[config.mk]
export PLATFORM = sky130hd
export DESIGN_NAME = cuenta1
export DESIGN_NICKNAME = d
export VERILOG_FILES = /design/src/rtl/cuenta1_pkg.sv /design/src/rtl/cuenta1.sv
export SDC_FILE = /design/constraint.sdc
export NUM_CORES = 1
export LEC_CHECK = 0
export ABC_AREA = 1
export CAP_MARGIN = 25
export CORE_UTILIZATION = 25
export CTS_CLUSTER_DIAMETER = 40
export DETAILED_ROUTE_END_ITERATION = 8
export DONT_BUFFER_PORTS = 1
export GPL_TIMING_DRIVEN = 0
export SYNTH_ARGS = -nofsm -noshare
export SYNTH_HDL_FRONTEND = slang
export SYNTH_SLANG_ARGS = --single-unit
[constraint.sdc]
create_clock -name clk -period 1.7 [get_ports clk]
set_input_delay 0.255 -clock clk [delete_from_list [all_inputs] [get_ports clk]]
set_output_delay 0.255 -clock clk [all_outputs]
set_load 0.1 [all_outputs]
[src/rtl/cuenta1_pkg.sv]
// Shared definitions for the cuenta1 serial ones-counter.
// Holds the FSM state type and the default operand and result widths.
package cuenta1_pkg;

   localparam int N_DEF  = 3;
   localparam int CW_DEF = 4;

   typedef enum logic [1:0] {
      IDLE  = 2'd0,
      COUNT = 2'd1,
      DONE  = 2'd2
   } state_t;

endpackage

[src/rtl/cuenta1.sv]
// Serial ones-counter: latches entrada on start, then examines one bit per clock.
// fin rises N edges after acceptance, and salida then holds the number of '1' bits.
module cuenta1
   import cuenta1_pkg::*;
#(
   parameter int N  = N_DEF,
   parameter int CW = CW_DEF
) (
   input  logic [N-1:0]  entrada,
   input  logic          start,
   input  logic          clk,
   output logic [CW-1:0] salida,
   output logic          fin,
   input  logic          rst_n
);

   localparam int BW = $clog2(N + 1);

   state_t         state_reg,  state_next;
   logic [N-1:0]   shift_reg,  shift_next;
   logic [BW-1:0]  bits_reg,   bits_next;
   logic [CW-1:0]  salida_reg, salida_next;
   logic           fin_reg,    fin_next;

   always_ff @(posedge clk or negedge rst_n) begin
      if (!rst_n) begin
         state_reg  <= IDLE;
         shift_reg  <= '0;
         bits_reg   <= '0;
         salida_reg <= '0;
         fin_reg    <= 1'b0;
      end else begin
         state_reg  <= state_next;
         shift_reg  <= shift_next;
         bits_reg   <= bits_next;
         salida_reg <= salida_next;
         fin_reg    <= fin_next;
      end
   end

   always_comb begin
      state_next  = state_reg;
      shift_next  = shift_reg;
      bits_next   = bits_reg;
      salida_next = salida_reg;
      fin_next    = fin_reg;

      case (state_reg)
         IDLE, DONE: begin
            // DONE holds its result until a new start reloads everything.
            if (start) begin
               shift_next  = entrada;
               bits_next   = BW'(N);
               salida_next = '0;
               fin_next    = 1'b0;
               state_next  = COUNT;
            end
         end
         COUNT: begin
            if (shift_reg[0])
               salida_next = salida_reg + CW'(1);
            shift_next = shift_reg >> 1;
            bits_next  = bits_reg - BW'(1);
            if (bits_reg == BW'(1)) begin
               fin_next   = 1'b1;
               state_next = DONE;
            end
         end
         default: begin
            state_next = IDLE;
         end
      endcase
   end

   assign salida = salida_reg;
   assign fin    = fin_reg;

endmodule

==> run_results.csv, run 1 <==
group,metric,value,unit
die,dieWidth,48.1,microns
clocking,cts_max_level,1,
route,wl_per_cell,10.6,microns
placed_design,routabilityCongestion,0.734,
clocking,cts_tree,"yes",
worst_setup_path,crit_start,"salida[3]",
global_routing,grt_usage,10.2,%
logic_synthesis,synth_area,532,sq um
die,die_y,48.1,microns
clocking,clock_latency,270,ps
global_routing,overflow,0,
clocking,postCtsSetupBuffers,0,
worst_setup_path,r2r_end,"salida[3]",
timing,period_minus_slack,1470,ps
logic_synthesis,synthTopCellsByCount,"nand2_1 (16), dfrtp_1 (12), inv_1 (7)",
route,via_count,387,
logic_synthesis,synth_top_area_cell,"dfrtp_1",
worst_setup_path,path_max_fanout,3,
worst_setup_path,end_kind,"output pin",
worst_setup_path,r2r_setup_slack,380,ps
logic_synthesis,synth_most_common_cell,"nand2_1",
timing,rsz0062_at_grt,"false",
timing,fin_tns_setup,0,ps
die,dieArea,2320,sq um
die,core,1980,sq um
logic_synthesis,yosysWarnings,0,
clocking,numCtsBuffers,3,
timing,final_max_slew_viol_count,0,
worst_setup_path,cp.arrival,1220,ps
worst_setup_path,rr_startpoint,"salida[0]",
timing,relSlewSlack,38.9,%
die,initial_core_util,26.8,%
route,avgViaCountPerCell,4.30,
die,rows,16,
timing,tightest_slew,916,ps
logic_synthesis,post-synth-top-area-fraction,56.5,%
logic_synthesis,syn_nets,67,
logic_synthesis,synth_cell_types,14,
global_routing,grt_pass1_vias,346,
route,drt_iter0_drc,2,
logic_synthesis,ys_seq_area_share,56.5,%
logic_synthesis,avgSynthCellArea,9.01,sq um
worst_setup_path,startpoint_type,"register",
route,routed_wl,958,microns
clocking,clock_sinks,12,
worst_setup_path,reg2reg_depth,5,
placed_design,port-buffer-count,0,
final_layout,diodes,0,
min_path,hp-start,"start",
power_and_ir_drop,p_per_area,2070,nW/um^2
final_layout,final_nets,73,
logic_synthesis,netlist_instances,59,
placed_design,dpl.hpwl,735,microns
logic_synthesis,ys_async_sr_fraction,100,%
logic_synthesis,ys.flop_type,"dfrtp_1",
timing,finClkSkew,0.573,ps
logic_synthesis,ys_ff_latch,12,
power_and_ir_drop,p_leak,0.000308,uW
timing,max_freq,0.679,GHz
clocking,cts-root-buf,"clkbuf_4",
min_path,holdPathStages,1,
route,drtAntennaViolNets,0,
timing,post-route-period-util,86.6,%
timing,setup_viol,0,
global_routing,grt_pass1_wl,1540,microns
flow_run,cap_violations,0,
global_routing,grt_start_max_net_pins,13,
timing,hold_viol,0,
worst_setup_path,critPathKind,"register to output pin",
min_path,worst_hold_path.endpoint,"state_reg[1]",
timing,fin_hold_ws,81.2,ps
worst_setup_path,cp.required,1440,ps
final_layout,area_growth,13.2,%
final_layout,fillers,219,
clocking,clk_pin_slew,70,ps
global_routing,antenna_found_initial,0,
min_path,hold_class,"input port to register",
logic_synthesis,synth-edff-count,0,
final_layout,largest_register_ff_count,4,
final_layout,drive_gt1_share,15.9,%
logic_synthesis,synth_area_leaders,"dfrtp_1 (56%), nand2_1 (11%), inv_1 (4.9%)",
power_and_ir_drop,vdd_drop_max,0.992,mV
status,outcome,"complete, no violations",
clocking,clock_path_buffers,2,
route,detail_route.first_pass.iterations,4,
die,ios,11,
route,post-route-drc-count,0,
==> layout make-up <==
cell class / count / area [sq um] / area share, %
clock buffers: 3 / 22.5 / 3.74
multi-input cells: 38 / 198 / 32.8
inverters: 9 / 33.8 / 5.61
flip-flops and latches: 12 / 304 / 50.5
well taps: 27 / 33.8 / 5.61
repair buffers: 1 / 10.0 / 1.66
==> stage by stage <==
stage | total power, uW | std cells | setup slack, ps | utilization [%] | cell area (sq um)
5_1_grt | 1340 | 90 | 181 | 30.4 | 602
3_5_place_dp | 1070 | 86 | 56.8 | 28.5 | 566
2_1_floorplan | 983 | 59 | 132 | - | 532
4_1_cts | 1260 | 90 | 39.5 | 30.2 | 598
3_3_place_gp | 1060 | 86 | 78.6 | 28.5 | 566
6_report | 1240 | 90 | 227 | 30.4 | 602
==> worst max-delay path by stage <==
stage                     end  cells past startpoint
floorplan           salida[2]                      4
detailed placement  salida[2]                      4
global route        salida[3]                      0
global placement    salida[2]                      4
CTS                 salida[2]                      4
finish              salida[3]                      0
==> cells in the final DEF (no fill, tap or decap), types with 2 or more instances in the layout <==
master    count
clkbuf_4      3
dfrtp_1       9
dfrtp_2       3
ha_1          2
inv_1         7
inv_2         2
nand2_1      16
nand2_2       2
nand3_1       5
nor2_1        3
o21ai_0       5
==> cells by family after synthesis <==
| kind of cell | count (synthesis) | share of synthesized area (%) |
|---|---|---|
| simple gates | 26 | 20.5 |
| flops | 12 | 56.5 |
| buf+inv | 9 | 6.35 |
| compound gates | 8 | 8.47 |
| fa+ha+maj | 2 | 4.71 |
| xor+xnor | 1 | 1.65 |
| mux | 1 | 1.88 |
==> worst reg2reg max path, cell delays in order, from the launching register on <==
cell,delay [ps]
dfrtp_2,710
nand3_1,150
nor2_1,170
nand2_1,60
nand2_1,90
nor2_1,40
==> metal layers <==
metal / vias up / track usage [%] / wire length (microns)
li1: 197 / - / -
met1: 176 / 13.4 / 471
met2: 14 / 14.1 / 414
met3: 0 / 6.67 / 73
met4: 0 / 1.67 / 0
met5: - / 0 / 0
==> report_power, final <==
| group | switching, uW | internal (uW) |
|---|---|---|
| clock | 89.9 | 81.9 |
| sequential | 316 | 399 |
| combinational | 232 | 125 |
==> timing repair <==
action                     in CTS  in global routing
hold buffers                    1                  0
setup endpoints to repair       0                  2
gates resized for setup         0                  3
hold endpoints to repair       12                  0
(Power assumes the default switching activity.)
==> inputs of run 2 (changes only) <==
Settings changed: CORE_MARGIN from default to 3.
==> run 2 against run 1 <==
Core utilization increased by 0.69 points. Non-clock buffer count unchanged. Cell count increased by 1.1%. Flip-flop and latch count unchanged. Critical endpoint unchanged.
==> run_results.csv, run 2 (synthesis gave the netlist of run 1 again) <==
group,metric,value,unit
status,outcome,"complete, no violations",
worst_setup_path,cp.arrival,1220,ps
timing,hold_viol,0,
global_routing,grt_usage,8.81,%
min_path,hp-start,"start",
final_layout,final_cell_mix,"nand2_1 (16), dfrtp_1 (9), inv_1 (7)",
route,routed_wl,923,microns
clocking,numCtsBuffers,3,
timing,fin_tns_setup,0,ps
route,drtAntennaViolNets,0,
route,wl_per_cell,10.1,microns
route,met2_length,412,microns
timing,max_freq,0.678,GHz
route,detail_route.first_pass.iterations,4,
timing,period_minus_slack,1480,ps
final_layout,area_growth,15.8,%
clocking,clk_pin_slew,70,ps
final_layout,final_common_cell,"nand2_1",
die,core,1980,sq um
global_routing,grt_pass1_vias,376,
die,dieArea,2720,sq um
worst_setup_path,critPathKind,"register to output pin",
worst_setup_path,path_max_fanout,3,
timing,finClkSkew,3.08,ps
power_and_ir_drop,p_per_area,2100,nW/um^2
die,ios,11,
timing,tightest_slew,911,ps
global_routing,grt_pass1_wl,1720,microns
route,post-route-drc-count,0,
timing,post-route-period-util,86.8,%
die,die_y,52.1,microns
power_and_ir_drop,vdd_drop_max,0.892,mV
route,drt_iter0_drc,4,
placed_design,dpl.hpwl,746,microns
min_path,holdPathStages,1,
clocking,clock_path_buffers,2,
die,rows,16,
clocking,postCtsSetupBuffers,0,
placed_design,port-buffer-count,0,
timing,relSlewSlack,39.3,%
placed_design,place_inst,86,
worst_setup_path,r2r_setup_slack,370,ps
clocking,cts_max_level,1,
final_layout,final_nets,73,
power_and_ir_drop,p_leak,0.000315,uW
die,initial_core_util,26.8,%
min_path,hold_class,"input port to register",
placed_design,routabilityCongestion,0.719,
min_path,worst_hold_path.endpoint,"state_reg[1]",
final_layout,stdcell_count,91,
route,avgViaCountPerCell,4.35,
flow_run,cap_violations,0,
route,maxUsedRoutingLayer,"met3",
worst_setup_path,rr_startpoint,"salida[0]",
worst_setup_path,reg2reg_depth,5,
global_routing,antenna_found_initial,0,
route,via_count,396,
worst_setup_path,cp.required,1440,ps
route,wl_met1,408,microns
global_routing,grt_start_max_net_pins,13,
clocking,clock_latency,270,ps
clocking,clock_sinks,12,
route,wl_met3,102,microns
final_layout,largest_register_ff_count,4,
worst_setup_path,r2r_end,"salida[3]",
die,dieWidth,52.1,microns
timing,final_max_slew_viol_count,0,
worst_setup_path,end_kind,"output pin",
timing,rsz0062_at_grt,"false",
clocking,cts-root-buf,"clkbuf_4",
worst_setup_path,startpoint_type,"register",
timing,setup_viol,0,
final_layout,diodes,0,
clocking,cts_tree,"yes",
final_layout,drive_gt1_share,17.2,%
global_routing,overflow,0,
## run 2: repair_timing
item | in CTS | in global routing
endpoints found under the hold margin | 12 | 0
gates resized for setup | 0 | 3
setup endpoints to repair | 0 | 2
hold buffers | 1 | 0
## run 2: layout make-up
cell class                      count  area [sq um]
Tap cell                           27          33.8
Inverter                            9          33.8
Clock buffer                        4          36.3
Fill cell                         202          1370
Sequential cell                    12           304
Timing Repair Buffer                1          10.0
Multi-Input combinational cell     38           198
## run 2: how the worst max path moves through the flow
stage,start,endpoint,slack (ps),cells past startpoint
global route,salida[3],salida[3],170,0
floorplan,salida[0],salida[2],130,4
detailed placement,salida[0],salida[3],60,5
finish,salida[3],salida[3],220,0
CTS,salida[0],salida[2],50,4
global placement,salida[0],salida[3],70,5
## run 2: metal layers
metal  GRT usage [%]  vias up
met4            2.62        0
met1            10.7      184
met2            12.6       14
met5               0        -
li1                -      198
met3            5.73        0
## run 2: power breakdown
group / total [uW] / switching, uW / leakage, uW / internal, uW
combinational: 354 / 229 / 0.000146 / 125
sequential: 716 / 317 / 0.000148 / 399
clock: 224 / 94.0 / 0.0000210 / 130
## run 2: through the flow
step           util [%]  hold WS, ps  total power [uW]  setup WS, ps  area, sq um
2_1_floorplan         -        -40.6               983           132          532
3_3_place_gp       28.5        -40.3              1050          72.2          566
3_5_place_dp       28.5        -40.3              1070          60.0          566
4_1_cts            30.9         59.1              1310          48.3          612
5_1_grt            31.1         60.9              1410           174          616
6_report           31.1         71.3              1290           224          616
